File: config.mk
export PLATFORM = sky130hd
export DESIGN_NAME = radio_timing_gen
export DESIGN_NICKNAME = d
export VERILOG_FILES = /design/src/rtl/radio_timing_pkg.sv /design/src/rtl/radio_timing_chan.sv /design/src/rtl/radio_timing_gen.sv
export SDC_FILE = /design/constraint.sdc
export NUM_CORES = 1
export LEC_CHECK = 0
export BUFFER_PORTS_ARGS = -buffer_cell sky130_fd_sc_hd__clkbuf_2
export CORE_MARGIN = 3
export CORE_UTILIZATION = 50
export CTS_CLUSTER_DIAMETER = 80
export DETAILED_ROUTE_END_ITERATION = 10
export GPL_TIMING_DRIVEN = 0
export MAX_ROUTING_LAYER = met4
export PLACE_DENSITY = 0.77
export SLEW_MARGIN = 20
export SYNTH_ARGS = -nofsm -noshare
export SYNTH_HDL_FRONTEND = slang
export SYNTH_SLANG_ARGS = --single-unit
File: constraint.sdc
create_clock -name ck -period 2 [get_ports ck]
set_input_delay 0.1 -clock ck [delete_from_list [all_inputs] [get_ports ck]]
set_output_delay 0.1 -clock ck [all_outputs]
set_load 0.01 [all_outputs]
File: src/rtl/radio_timing_pkg.sv
// Shared definitions for the radio timing generator: channel FSM states and
// the default counter width.
package radio_timing_pkg;

    localparam int DEFAULT_CNT_W = 8;

    typedef enum logic [1:0] {
        IDLE     = 2'd0,
        WARMUP   = 2'd1,
        RX       = 2'd2,
        RAMPDOWN = 2'd3
    } state_t;

endpackage

File: src/rtl/radio_timing_chan.sv
// One radio channel: IDLE -> WARMUP -> RX -> RAMPDOWN -> IDLE with a down-counter.
// Outputs are registered decodes of the state being entered, so they track the state.
//
// Handshake: i_start is a single-cycle request taken only in IDLE; i_abort and
// i_isolate override it and end any sequence on the next edge without o_done.
module radio_timing_chan
    import radio_timing_pkg::*;
#(
    parameter int CNT_W = DEFAULT_CNT_W
) (
    input  logic             i_ck,
    input  logic             i_rst_n,
    input  logic             i_isolate,
    input  logic             i_start,
    input  logic             i_abort,
    input  logic [CNT_W-1:0] i_cfg_warmup,
    input  logic [CNT_W-1:0] i_cfg_rx_len,
    output logic             o_enable,
    output logic             o_rx,
    output logic             o_busy,
    output logic             o_done,
    output logic [1:0]       o_state
);

    state_t           r_state;
    state_t           w_state_nxt;
    logic [CNT_W-1:0] r_cnt;
    logic [CNT_W-1:0] w_cnt_nxt;
    logic [CNT_W-1:0] r_rx_len;
    logic [CNT_W-1:0] w_rx_len_nxt;
    logic             r_enable;
    logic             r_rx;
    logic             r_busy;
    logic             r_done;
    logic             w_done_nxt;
    logic             w_kill;

    assign w_kill = i_abort | i_isolate;

    always_comb begin
        w_state_nxt  = r_state;
        w_cnt_nxt    = r_cnt;
        w_rx_len_nxt = r_rx_len;
        w_done_nxt   = 1'b0;
        case (r_state)
            IDLE: begin
                if (i_start && !w_kill) begin
                    w_state_nxt  = WARMUP;
                    // A zero warmup still spends one cycle in WARMUP.
                    w_cnt_nxt    = (i_cfg_warmup == '0) ? '0 : i_cfg_warmup - CNT_W'(1);
                    w_rx_len_nxt = i_cfg_rx_len;
                end
            end
            WARMUP: begin
                if (r_cnt != '0) begin
                    w_cnt_nxt = r_cnt - CNT_W'(1);
                end else if (r_rx_len == '0) begin
                    w_state_nxt = RAMPDOWN;
                end else begin
                    w_state_nxt = RX;
                    w_cnt_nxt   = r_rx_len - CNT_W'(1);
                end
            end
            RX: begin
                if (r_cnt != '0) begin
                    w_cnt_nxt = r_cnt - CNT_W'(1);
                end else begin
                    w_state_nxt = RAMPDOWN;
                end
            end
            RAMPDOWN: begin
                w_state_nxt = IDLE;
                w_done_nxt  = 1'b1;
            end
            default: w_state_nxt = IDLE;
        endcase
        if (w_kill && (r_state != IDLE)) begin
            w_state_nxt = IDLE;
            w_cnt_nxt   = '0;
            w_done_nxt  = 1'b0;
        end
    end

    always_ff @(posedge i_ck) begin
        if (!i_rst_n) begin
            r_state  <= IDLE;
            r_cnt    <= '0;
            r_rx_len <= '0;
            r_enable <= 1'b0;
            r_rx     <= 1'b0;
            r_busy   <= 1'b0;
            r_done   <= 1'b0;
        end else begin
            r_state  <= w_state_nxt;
            r_cnt    <= w_cnt_nxt;
            r_rx_len <= w_rx_len_nxt;
            r_enable <= (w_state_nxt != IDLE);
            r_rx     <= (w_state_nxt == RX);
            r_busy   <= (w_state_nxt != IDLE);
            r_done   <= w_done_nxt;
        end
    end

    assign o_enable = r_enable;
    assign o_rx     = r_rx;
    assign o_busy   = r_busy;
    assign o_done   = r_done;
    assign o_state  = r_state;

endmodule

File: src/rtl/radio_timing_gen.sv
// Multi-channel radio enable / RX-window timing generator; one independent
// radio_timing_chan per channel sharing clock, reset, isolate and configuration.
module radio_timing_gen
    import radio_timing_pkg::*;
#(
    parameter int BIT_WIDTH = 2,
    parameter int CNT_W     = DEFAULT_CNT_W
) (
    input  logic                   ck,
    input  logic                   rst_n,
    input  logic                   isolate,
    input  logic [BIT_WIDTH-1:0]   start,
    input  logic [BIT_WIDTH-1:0]   abort,
    input  logic [CNT_W-1:0]       cfg_warmup,
    input  logic [CNT_W-1:0]       cfg_rx_len,
    output logic [BIT_WIDTH-1:0]   radioEnableSynced,
    output logic [BIT_WIDTH-1:0]   radioRxEnSynced,
    output logic [BIT_WIDTH-1:0]   busy,
    output logic [BIT_WIDTH-1:0]   done,
    output logic [2*BIT_WIDTH-1:0] o_dbg_state
);

    for (genvar g = 0; g < BIT_WIDTH; g++) begin : g_chan
        radio_timing_chan #(
            .CNT_W(CNT_W)
        ) u_chan (
            .i_ck        (ck),
            .i_rst_n     (rst_n),
            .i_isolate   (isolate),
            .i_start     (start[g]),
            .i_abort     (abort[g]),
            .i_cfg_warmup(cfg_warmup),
            .i_cfg_rx_len(cfg_rx_len),
            .o_enable    (radioEnableSynced[g]),
            .o_rx        (radioRxEnSynced[g]),
            .o_busy      (busy[g]),
            .o_done      (done[g]),
            .o_state     (o_dbg_state[2*g+1 -: 2])
        );
    end

endmodule

# Yosys cells after proc, flatten, opt, wreduce, memory -nomap -nowiden
# Cells that the tools add are included.
# classes
addsub,5
n_eq_ne,14
muxes,25
n_bitwise,3
reduce_logical,25
# ops
operator,count
$mux W8,9
$pmux W8 S3,2
$sub A8 B1 Y8 const B,5
$logic_not A8 Y1,3
$mux W2,8
$pmux W2 S4,2
$reduce_bool A8 Y1,2
$eq A2 B2 Y1 const B,6
$ne A2 B1 Y1 const B,4
$reduce_and A4 Y1,2
$reduce_bool A2 Y1,4
$ne A3 B2 Y1 const B,2
$reduce_bool A3 Y1,2
$eq A2 B1 Y1 const B,2
$logic_and A1 B1 Y1,4
$logic_not A2 Y1,2
$mux W1,4
$reduce_and A2 Y1,2
$reduce_or A2 Y1,2
$logic_not A1 Y1,2
$or A1 B1 Y1,2
$not A1 Y1,1
# word_totals
register_bits,42
in_bits,23
output_inout_bits,12

# Logic depth before layout (Yosys ltp)
# Gate-level depths: netlist (run 1).
# logic_depth
word_depth,7
depth_mapped,9

# By module
# Synthesis (run 1) repeated with hierarchy kept, for this count alone.
# hier_totals
hier_cells,366
area_unflattened_um2,3005.4
# by_module_without_submodules
mod,instances,cells_per_inst,area_per_inst_um2
radio_timing_chan,2,183,1502.7

# Least setup slack after synthesis (run 1)
# Ideal clock, no wire load.
# synth_timing
kind,register -> register
start,reg g_chan[0].u_chan.r_state[1]
end,reg g_chan[0].u_chan.r_cnt[1]
setup_ns,0.087
t_arrival_ns,2.011
required_time_ns,1.913
path_slack_ns,-0.098
path_stages_with_launch,10
n_path_buf,2
period_less_slack_ns,2.098
cell_sequence,dfxtp_1 -> inv_1 -> ha_1 -> clkbuf_1 -> nor2b_1 -> a41o_1 -> a221oi_1 -> buf_2 -> nand2_1 -> o31ai_1
# synth_between
elab_chain_cells,3
word_cells_on_any_way,12
cone_classes,eq/ne: 5; mux: 1; reduce/logical: 6
# synth_lines
item,line,source
"start, declared",radio_timing_chan.sv:25,state_t r_state;
"start signal, assigned",radio_timing_chan.sv:94,r_state <= w_state_nxt;
"$eq A2 B1 Y1, or another cell as far along",radio_timing_chan.sv:45,case (r_state)
"$ne A3 B2 Y1 (no line), or another cell as far along",--,
$reduce_and A4 Y1 (no line) / $reduce_or A2 Y1 (equally long branches),--,
"end signal, assigned",radio_timing_chan.sv:95,r_cnt <= w_cnt_nxt;
"end, declared",radio_timing_chan.sv:27,logic [CNT_W-1:0] r_cnt;
# Parallel ways exist; a longest one is shown, timed or not.
# A chain may end at the register's enable or synchronous reset.

# Final worst setup path (run 1)
# layout_timing
start,reg g_chan[1].u_chan.r_cnt[2]
end,reg g_chan[1].u_chan.r_cnt[7]
# layout_between
elab_chain_cells,3
word_cells_on_any_way,8
cone_classes,add/sub: 1; eq/ne: 2; mux: 3; reduce/logical: 2
# layout_lines
item,line,source
"start, declared",radio_timing_chan.sv:27,
"start signal, assigned",radio_timing_chan.sv:95,
$sub A8 B1 Y8 / $reduce_bool A8 Y1 (equally long branches),--,
"$mux W8, or another cell as far along",radio_timing_chan.sv:65,if (r_cnt != '0) begin
$pmux W8 S3 / $reduce_and A4 Y1 (equally long branches),--,
# Parallel ways exist; a longest one is shown, timed or not. The select of a mux whose other input is x is not followed.

==> flow_metrics.py, run 1 <==
metrics = {
    "status": {
        "run_status": "complete, no violations",
    },
    "worst_setup_path": {
        "endpoint_kind": "register",
        "critPathSlowestCell": "or4_4",
        "cp-start-kind": "register",
        "r2r_cells": 5,
        "crit_required_ns": 2.19,
        "path_cells": "or4_4 > nor4_2 > mux2i_1 > o221ai_1 > a32o_1",
        "timing.rr.start": "g_chan[1].u_chan.r_cnt[2]",
        "cpPeakStageDelay_ns": 0.62,
        "r2r_setup_slack_ns": 0.01,
        "cp.arrival_ns": 2.18,
        "critPathKind": "register to register",
        "r2r-end": "g_chan[1].u_chan.r_cnt[7]",
        "path_max_fanout": 7,
    },
    "routing": {
        "drc_errors": 0,
        "wl_per_cell_um": 16.2,
        "viasPerCell": 6.16,
        "drt_pass1_iterations": 5,
        "wl_mm": 8.22,
        "drtAntennaViolNets": 0,
        "num_vias": 3118,
        "drt-initial-drc-count": 279,
    },
    "sta": {
        "hold_viol": 0,
        "finClkSkew_ns": 0.00710,
        "fin_ws_ns": 0.0107,
        "setup_viol": 0,
        "relSlewSlack_pct": 55.0,
        "fmax_ghz": 0.503,
        "fin_crit_sh_pct": 99.5,
        "tightest_slew_ns": 0.670,
        "period_minus_slack_ns": 1.99,
        "drv_slew": 0,
    },
    "global_route": {
        "grt_pass1_vias": 2876,
        "grt_usage_pct": 23.3,
        "overflow": 0,
        "antenna_found_initial": 0,
        "grt_pass1_wl_mm": 13.4,
        "grt_start_max_net_pins": 14,
    },
    "clock_network": {
        "hold_buffers": 0,
        "h-tree-depth": 2,
        "clock-sinks": 42,
        "insertion_delay_ns": 0.30,
        "root_buffer": "clkbuf_8",
        "path_clk_slew_ns": 0.09,
        "clk_path_buf_depth": 2,
        "cts_buffers": 5,
        "cts_tree": "built",
    },
    "synthesis": {
        "netlist_area_sq_um": 3050,
        "synth_top_area_share_pct": 27.6,
        "synthArstFlopShare_pct": 0,
        "synth_edf_count": 0,
        "synth_area_leaders": "dfxtp_1, ha_1, nand2_1",
        "avgSynthCellArea_sq_um": 7.80,
        "synth_area_leader_cell": "dfxtp_1",
        "synth-warning-count": 0,
        "ys.flop_type": "dfxtp_1",
        "synth.most_common_cell": "nand2_1",
        "syn-num-nets": 432,
        "ys_seq_elements": 42,
        "synth_seq_area_share_pct": 27.6,
        "synthCells": 391,
        "synth_common_cells": "nand2_1, dfxtp_1, inv_1, o21ai_0",
        "synth.distinct_cells": 58,
    },
    "placement": {
        "portBuffers": 33,
        "hpwlAfterDp_mm": 5.76,
        "dpl_cell_area_sq_um": 3310,
        "placed_cells": 496,
        "gp_congestion": 0.945,
        "pre_cts_ws_ns": -0.323,
    },
    "run": {
        "maxCapViolations": 0,
    },
    "die": {
        "initial_core_util_pct": 53.4,
        "die_h_um": 84.1,
        "die_x_um": 84.1,
        "fp.dieArea_sq_um": 7070,
        "io_pins": 35,
        "rows": 27,
        "core_sq_um": 5710,
    },
    "layout": {
        "nFillCells": 485,
        "seq_area_sq_um": 857,
        "fin_util_pct": 63.6,
        "num_antenna_cells": 0,
        "final_layout_size_suffix_gt1_share_pct": 23.0,
        "layoutNonFillerInstCount": 506,
        "final_area_sq_um": 3630,
        "area_growth_pct": 18.9,
        "multi_input_area_sq_um": 2170,
        "nets": 474,
    },
    "power": {
        "p_per_area_nw_per_um2": 1420,
        "ir_drop_uv": 782,
        "p_leak_nw": 1.47,
    },
    "worst_hold_path": {
        "worstHoldStart": "cfg_rx_len[0]",
        "min_path_cells": 3,
        "hp-class": "input port to register",
        "hold_path_end": "g_chan[0].u_chan.r_rx_len[0]",
    },
}
==> where the power goes <==
part | internal (mW) | leakage (nW) | switching [mW]
Combinational | 1.38 | 1.07 | 1.76
Sequential | 1.02 | 0.346 | 0.276
Clock | 0.373 | 0.0514 | 0.323
Total | 2.77 | 1.47 | 2.36
==> registers in the layout, indices dropped and copies added, names as in the netlist <==
signal                  flops
g_chan.u_chan.r_rx_len     16
g_chan.u_chan.o_enable      2
g_chan.u_chan.o_state       4
g_chan.u_chan.r_cnt        16
g_chan.u_chan.o_done        2
g_chan.u_chan.o_rx          2
==> per-stage QoR <==
step | setup TNS, ns | hold WS, ns | power (mW)
detailed placement | -2.84 | 0.360 | 3.81
global placement | -2.55 | 0.359 | 3.79
floorplan | 0 | 0.245 | 3.22
finish | 0 | 0.0381 | 5.14
global route | -0.0960 | 0.0626 | 5.46
CTS | -0.0154 | 0.0331 | 4.70
==> metal layers <==
metal	wire length [um]	GRT usage [%]	vias to the layer above
met4	114	7.46	0
met2	3780	35.6	133
met3	513	3.65	17
met5	0	-	-
li1	-	-	1504
met1	3810	31.5	1464
==> cell families after synthesis <==
logic type	count (synthesis)	synth area share [%]
muxes	6	2.01
buffers and inverters	45	6.81
DFF	42	27.6
xor gates and xnor gates	16	4.59
adders and majority gates	18	7.38
AOI/OAI and AO/OA	125	28.0
and+or+nand+nor	139	23.7
==> worst max-delay path by stage <==
stage / start / to / depth (start not counted) / slack [ns]
6_report: g_chan[1].u_chan.r_cnt[2] / g_chan[1].u_chan.r_cnt[7] / 5 / 0.01
5_1_grt: g_chan[1].u_chan.r_cnt[2] / g_chan[1].u_chan.r_cnt[7] / 5 / -0.07
4_1_cts: g_chan[1].u_chan.r_cnt[2] / g_chan[1].u_chan.r_cnt[7] / 5 / -0.007
3_5_place_dp: g_chan[1].u_chan.r_cnt[0] / g_chan[1].u_chan.r_cnt[7] / 7 / -0.32
3_3_place_gp: g_chan[1].u_chan.r_cnt[0] / g_chan[1].u_chan.r_cnt[7] / 7 / -0.32
2_1_floorplan: g_chan[0].u_chan.o_state[1] / g_chan[0].u_chan.r_cnt[1] / 9 / 0.05
==> area by class of cell <==
cell class	count	area share, %
Sequential cell	42	23.6
Clock inverter	2	1.03
Clock buffer	6	2.00
Tap cell	72	2.48
Multi-Input combinational cell	304	59.7
Buffer	19	3.28
Inverter	23	2.38
Timing Repair Buffer	38	5.52
==> cells in the final DEF (no fill, tap or decap), types with 4 or more instances in the layout <==
master / count
a21boi_0: 16
a21oi_1: 21
a31oi_1: 8
and2_1: 4
buf_4: 12
clkbuf_1: 8
clkbuf_2: 34
clkbuf_8: 5
dfxtp_1: 33
dfxtp_2: 7
ha_1: 12
inv_1: 23
mux2i_1: 5
nand2_1: 54
nand3_1: 13
nor2_1: 21
nor3_1: 9
nor3b_1: 4
o211a_1: 5
o211ai_1: 7
o21ai_0: 17
o21ai_1: 5
o31ai_1: 4
or3_1: 4
xnor2_1: 4
xor2_1: 12
==> what timing repair did <==
action,4_1_cts,5_1_grt
buffers inserted,1,3
gates cloned,0,1
gates resized for setup,19,35
pin swaps,1,5
endpoints found under the setup margin,20,24
==> worst max-delay path, delay by kind of cell (launching register included) <==
kind / cells / cell delay (ns)
and+or+nand+nor: 2 / 0.83
AOI/OAI and AO/OA: 2 / 0.37
muxes: 1 / 0.27
DFF: 1 / 0.41
Note: power is estimated with default switching activity, not from simulation.
==> run 2, diff against run 1 <==
- SYNTH_HIERARCHICAL: unset -> 1
==> run 2 against run 1 <==
Against the previous run:
- synthesized cell count decreased by 6.4%
- critical endpoint is now g_chan[1].u_chan/r_cnt[5]
- clock-buffer cell count unchanged
- first-iteration DRC count grew 20%
- combinational power decreased by 74%
- non-clock buffer count fell by 9
- largest cell class unchanged
==> flow_metrics.py, run 2 <==
metrics = {
    "synthesis": {
        "synth-warning-count": 6,
        "ys.flop_type": "dfxtp_1",
        "synth_common_cells": "dfxtp_1, nand2_1, a21oi_1",
        "synth_edf_count": 0,
        "ys_seq_elements": 42,
        "synth_seq_area_share_pct": 28.0,
        "synth.distinct_cells": 50,
        "avgSynthCellArea_sq_um": 8.21,
        "synth_area_leaders": "dfxtp_1, ha_1, xnor2_1",
        "synth_top_area_share_pct": 28.0,
        "netlist_area_sq_um": 3010,
        "synthCells": 366,
        "synth_area_leader_cell": "dfxtp_1",
        "synthArstFlopShare_pct": 0,
        "syn-num-nets": 409,
    },
    "routing": {
        "wl_mm": 8.07,
        "wl_per_cell_um": 16.8,
        "viasPerCell": 6.13,
        "drt-initial-drc-count": 335,
        "drtAntennaViolNets": 0,
        "drt_pass1_iterations": 5,
        "num_vias": 2936,
        "drc_errors": 0,
    },
    "global_route": {
        "grt_start_max_net_pins": 19,
        "antenna_found_initial": 0,
        "grt_pass1_wl_mm": 12.9,
        "grt_pass1_vias": 2733,
        "overflow": 0,
        "grt_usage_pct": 22.9,
    },
    "placement": {
        "gp_congestion": 0.943,
        "portBuffers": 34,
        "hpwlAfterDp_mm": 5.87,
    },
    "worst_setup_path": {
        "r2r_cells": 8,
        "cp-start-kind": "register",
        "cp.arrival_ns": 2.20,
        "critPathKind": "register to register",
        "r2r_setup_slack_ns": 0.04,
        "path_max_fanout": 6,
        "crit_required_ns": 2.24,
        "endpoint_kind": "register",
        "timing.rr.start": "g_chan[1].u_chan/r_cnt[0]",
        "r2r-end": "g_chan[1].u_chan/r_cnt[5]",
    },
    "sta": {
        "fin_crit_sh_pct": 97.8,
        "period_minus_slack_ns": 1.96,
        "hold_viol": 0,
        "finClkSkew_ns": 0.00806,
        "setup_viol": 0,
        "fmax_ghz": 0.511,
        "relSlewSlack_pct": 58.7,
        "tightest_slew_ns": 0.614,
        "drv_slew": 0,
    },
    "power": {
        "power_frac_clock_pct": 28.1,
        "p_leak_nw": 1.40,
        "swShare_pct": 33.4,
        "seq_power_share_pct": 39.4,
        "ir_drop_uv": 439,
        "switching_power_mw": 0.833,
        "internal-power_mw": 1.66,
        "comb_power_share_pct": 32.6,
        "p_per_area_nw_per_um2": 710,
        "fin_total_pwr_mw": 2.49,
    },
    "layout": {
        "final_layout_size_suffix_gt1_share_pct": 21.4,
        "final_common_cell": "nand2_1",
        "area_growth_pct": 16.8,
        "nFillCells": 512,
        "nets": 450,
        "fin_util_pct": 61.9,
        "layout_common_cells": "nand2_1, dfxtp_1, clkbuf_2, a21oi_1",
        "num_antenna_cells": 0,
    },
    "clock_network": {
        "cts_buffers": 5,
        "hold_buffers": 0,
        "clk_path_buf_depth": 2,
        "insertion_delay_ns": 0.30,
        "path_clk_slew_ns": 0.08,
        "root_buffer": "clkbuf_8",
        "h-tree-depth": 2,
        "clock-sinks": 42,
        "cts_tree": "built",
    },
    "worst_hold_path": {
        "worstHoldStart": "cfg_rx_len[2]",
        "min_path_cells": 3,
        "hold_path_end": "g_chan[0].u_chan/r_rx_len[2]",
        "hp-class": "input port to register",
    },
    "run": {
        "maxCapViolations": 0,
    },
    "die": {
        "rows": 27,
        "die_h_um": 83.5,
        "die_x_um": 83.5,
        "io_pins": 35,
        "core_sq_um": 5680,
        "initial_core_util_pct": 53.0,
        "fp.dieArea_sq_um": 6980,
    },
    "status": {
        "run_status": "complete, no violations",
    },
}
[run 2: per-layer routing]
layer / vias up / global-route usage (%) / wire length [um]
li1: 1418 / - / -
met1: 1393 / 31.1 / 3710
met2: 111 / 35.4 / 3790
met3: 14 / 3.65 / 433
met4: 0 / 6.73 / 144
met5: - / - / 0
[run 2: metrics by stage]
stage	instances	area, sq um	setup WS [ns]	hold WS, ns	TNS, ns
global placement	472	3270	-0.0528	0.342	-0.413
finish	479	3510	0.0447	0.0339	0
floorplan	366	3010	0.178	0.235	0
CTS	477	3390	0.00802	0.0325	0
detailed placement	472	3270	-0.0989	0.345	-0.786
global route	479	3510	-0.00699	0.0207	-0.00699
[run 2: repair_timing]
item,in CTS,in global routing
setup endpoints to repair,15,22
pin swaps,0,2
gates cloned,0,0
setup buffers,0,2
resized for setup,3,26
[run 2: final cells by class]
type                            instances  area [sq um]  area share, %
Buffer                                 12          92.6           2.64
Clock buffer                            6          82.6           2.35
Clock inverter                          1          30.0          0.855
Inverter                               20          78.8           2.25
Multi-Input combinational cell        290          2100           59.9
Sequential cell                        42           848           24.2
Tap cell                               72          90.1           2.57
Timing Repair Buffer                   36           185           5.27
[run 2: worst max-delay path: stages, from the launching register on]
cell and delay, ns:
dfxtp_1 0.45, inv_1 0.09, ha_1 0.23, nand2b_1 0.16
nor3_4 0.09, buf_4 0.16, a221o_2 0.37, a31o_1 0.21
a21boi_2 0.13
[run 2: worst max path at each step]
stage / from / endpoint / slack, ns / depth (start not counted)
2_1_floorplan: g_chan[0].u_chan/o_state[0] / g_chan[0].u_chan/r_cnt[2] / 0.18 / 7
3_3_place_gp: g_chan[1].u_chan/o_state[0] / g_chan[1].u_chan/r_cnt[3] / -0.05 / 7
3_5_place_dp: g_chan[1].u_chan/o_state[0] / g_chan[1].u_chan/r_cnt[4] / -0.1 / 7
4_1_cts: g_chan[0].u_chan/r_cnt[2] / g_chan[0].u_chan/r_cnt[1] / 0.008 / 6
5_1_grt: g_chan[1].u_chan/r_cnt[0] / g_chan[1].u_chan/r_cnt[5] / -0.007 / 8
6_report: g_chan[1].u_chan/r_cnt[0] / g_chan[1].u_chan/r_cnt[5] / 0.04 / 8
[run 2: cell families (layout without fill, tap and decap cells)]
group                    after synthesis  after routing  share of synthesized area (%)
adder cells (fa/ha/maj)               20             20                           8.33
AND/OR/NAND/NOR                      124            124                           23.4
XOR/XNOR                              24             24                           6.99
flip-flops                            42             42                           28.0
AO/OA/AOI/OAI                        120            120                           27.0
buffers and inverters                 34             75                           5.66
multiplexers                           2              2                          0.666
[run 2: power groups by stage]
stage	sequential (mW)	clock (mW)	combinational (mW)
3_5_place_dp	0.985	0	0.707
6_report	0.981	0.699	0.811
4_1_cts	0.967	0.704	0.723
2_1_floorplan	0.966	0	0.530
5_1_grt	0.987	0.744	0.874
3_3_place_gp	0.981	0	0.686
==> run 3, diff against run 2 <==
- ABC_AREA: unset -> 1
- PLACE_DENSITY: 0.77 -> 0.76
==> run 3 against run 2 <==
Against the previous run:
- register-to-register slack gained 0.08 ns
- fmax grew 4.2%
- highest routed layer unchanged
- clock power is essentially flat
==> flow_metrics.py, run 3 <==
metrics = {
    "worst_setup_path": {
        "cp.arrival_ns": 2.08,
        "crit_required_ns": 2.20,
        "path_max_fanout": 9,
        "critPathKind": "register to register",
        "cp-start-kind": "register",
        "endpoint_kind": "register",
    },
    "clock_network": {
        "insertion_delay_ns": 0.29,
        "cts_buffers": 5,
        "h-tree-depth": 2,
        "post_cts_buffers": 0,
        "cts_tree": "built",
        "clk_path_buf_depth": 2,
        "root_buffer": "clkbuf_8",
        "clock-sinks": 42,
        "hold_buffers": 0,
        "cts_resized": 2,
        "path_clk_slew_ns": 0.08,
    },
    "synthesis": {
        "syn-num-nets": 567,
        "synth.distinct_cells": 27,
        "synthArstFlopShare_pct": 0,
        "synth_edf_count": 0,
        "synth-warning-count": 6,
        "synth_common_cells": "nand2_1, inv_1, nor2_1",
        "synthCells": 524,
        "ys_seq_elements": 42,
        "netlist_area_sq_um": 3290,
        "synth_area_leader_cell": "dfxtp_1",
        "synth_top_area_share_pct": 25.6,
        "synth.most_common_cell": "nand2_1",
        "avgSynthCellArea_sq_um": 6.27,
        "synth_area_leaders": "dfxtp_1, nand2_1, inv_1",
        "synth_seq_area_share_pct": 25.6,
        "ys.flop_type": "dfxtp_1",
    },
    "sta": {
        "tightest_slew_ns": 0.465,
        "fin_ws_ns": 0.124,
        "relSlewSlack_pct": 69.0,
        "rsz0062_at_grt": "false",
        "hold_viol": 0,
        "drv_slew": 0,
        "setup_viol": 0,
        "period_minus_slack_ns": 1.88,
        "fmax_ghz": 0.533,
        "finClkSkew_ns": 0.00677,
        "fin_crit_sh_pct": 93.8,
    },
    "run": {
        "maxCapViolations": 0,
    },
    "layout": {
        "multi_input_area_sq_um": 2090,
        "layoutNonFillerInstCount": 638,
        "layout_common_cells": "nand2_1, inv_1, nor2_1, nand3_1, o21ai_0",
        "fin_util_pct": 59.8,
        "final_area_sq_um": 3660,
        "nFillCells": 563,
        "nets": 606,
        "final_layout_size_suffix_gt1_share_pct": 13.5,
        "final_common_cell": "nand2_1",
        "area_growth_pct": 11.5,
        "seq_area_sq_um": 841,
        "num_antenna_cells": 0,
    },
    "die": {
        "initial_core_util_pct": 53.6,
        "die_h_um": 87.1,
        "io_pins": 35,
        "core_sq_um": 6130,
        "die_x_um": 87.1,
        "fp.dieArea_sq_um": 7580,
        "rows": 28,
    },
    "global_route": {
        "overflow": 0,
        "grt_start_max_net_pins": 19,
        "antenna_found_initial": 0,
        "grt_pass1_wl_mm": 13.3,
        "grt_usage_pct": 22.0,
        "grt_pass1_vias": 2956,
    },
    "worst_hold_path": {
        "hp-class": "input port to register",
    },
    "placement": {
        "placed_cells": 633,
        "portBuffers": 34,
        "dpl_cell_area_sq_um": 3550,
        "hpwlAfterDp_mm": 6.01,
        "pre_cts_ws_ns": -0.240,
        "gp_congestion": 0.916,
    },
    "routing": {
        "drt-initial-drc-count": 268,
        "drc_errors": 0,
        "viasPerCell": 5.18,
        "drtAntennaViolNets": 0,
        "wl_per_cell_um": 12.0,
        "wl_mm": 7.64,
        "drt_pass1_iterations": 6,
        "num_vias": 3308,
    },
    "status": {
        "run_status": "complete, no violations",
    },
    "power": {
        "fin_total_pwr_mw": 5.44,
        "p_per_area_nw_per_um2": 1490,
        "p_leak_nw": 1.87,
        "ir_drop_uv": 849,
    },
}
## run 3: cells by family after synthesis
kind of cell             after synthesis  share of synthesized area [%]
adder cells (fa/ha/maj)               20                           7.62
XOR/XNOR                              18                           4.80
buffers and inverters                 94                           11.0
AND/OR/NAND/NOR                      262                           36.8
flip-flops                            42                           25.6
AO/OA/AOI/OAI                         88                           14.2
## run 3: worst paths after layout
check | from | end | slack (ns) | cells past startpoint
min reg2reg | g_chan[1].u_chan/r_cnt[6] | g_chan[1].u_chan/r_cnt[6] | 0.51 | 2
max reg2reg | g_chan[0].u_chan/o_state[0] | g_chan[0].u_chan/r_cnt[5] | 0.12 | 9
max | g_chan[0].u_chan/o_state[0] | g_chan[0].u_chan/r_cnt[5] | 0.12 | 9
min | cfg_rx_len[7] | g_chan[1].u_chan/r_rx_len[7] | 0.11 | 3
## run 3: metrics by stage
step                hold WS [ns]  setup TNS (ns)
floorplan                  0.238               0
global placement           0.402           -4.41
detailed placement         0.405           -3.27
CTS                       0.0944               0
global route               0.137               0
finish                     0.107               0
## run 3: area by class of cell
type / instances / area share (%)
multi-input cells: 388 / 57.2
flip-flops and latches: 42 / 22.9
inverters: 86 / 8.81
repair buffers: 34 / 4.64
well taps: 75 / 2.56
clock buffers: 6 / 2.25
clock inverters: 1 / 0.819
plain buffers: 6 / 0.819
## run 3: critical path, cell delays in order, from the launching register on
cell and delay [ns]:
dfxtp_1 0.46, inv_1 0.13, ha_1 0.51, inv_1 0.12, nand2_1 0.14, inv_1 0.09
a21oi_1 0.17, nand2_1 0.07, nand2_1 0.06, inv_1 0.04
## run 3: metal layers
metal / track usage [%] / vias to the layer above / share of wire, %
met4: 6.23 / 0 / 1.6
met5: - / - / 0
met3: 3.78 / 13 / 6.7
li1: - / 1747 / -
met2: 32.0 / 100 / 42
met1: 31.1 / 1448 / 49
## run 3: power by group
part / total, mW / internal [mW] / switching, mW
clock network: 0.697 / 0.400 / 0.297
registers: 1.29 / 1.06 / 0.231
logic: 3.46 / 1.19 / 2.27
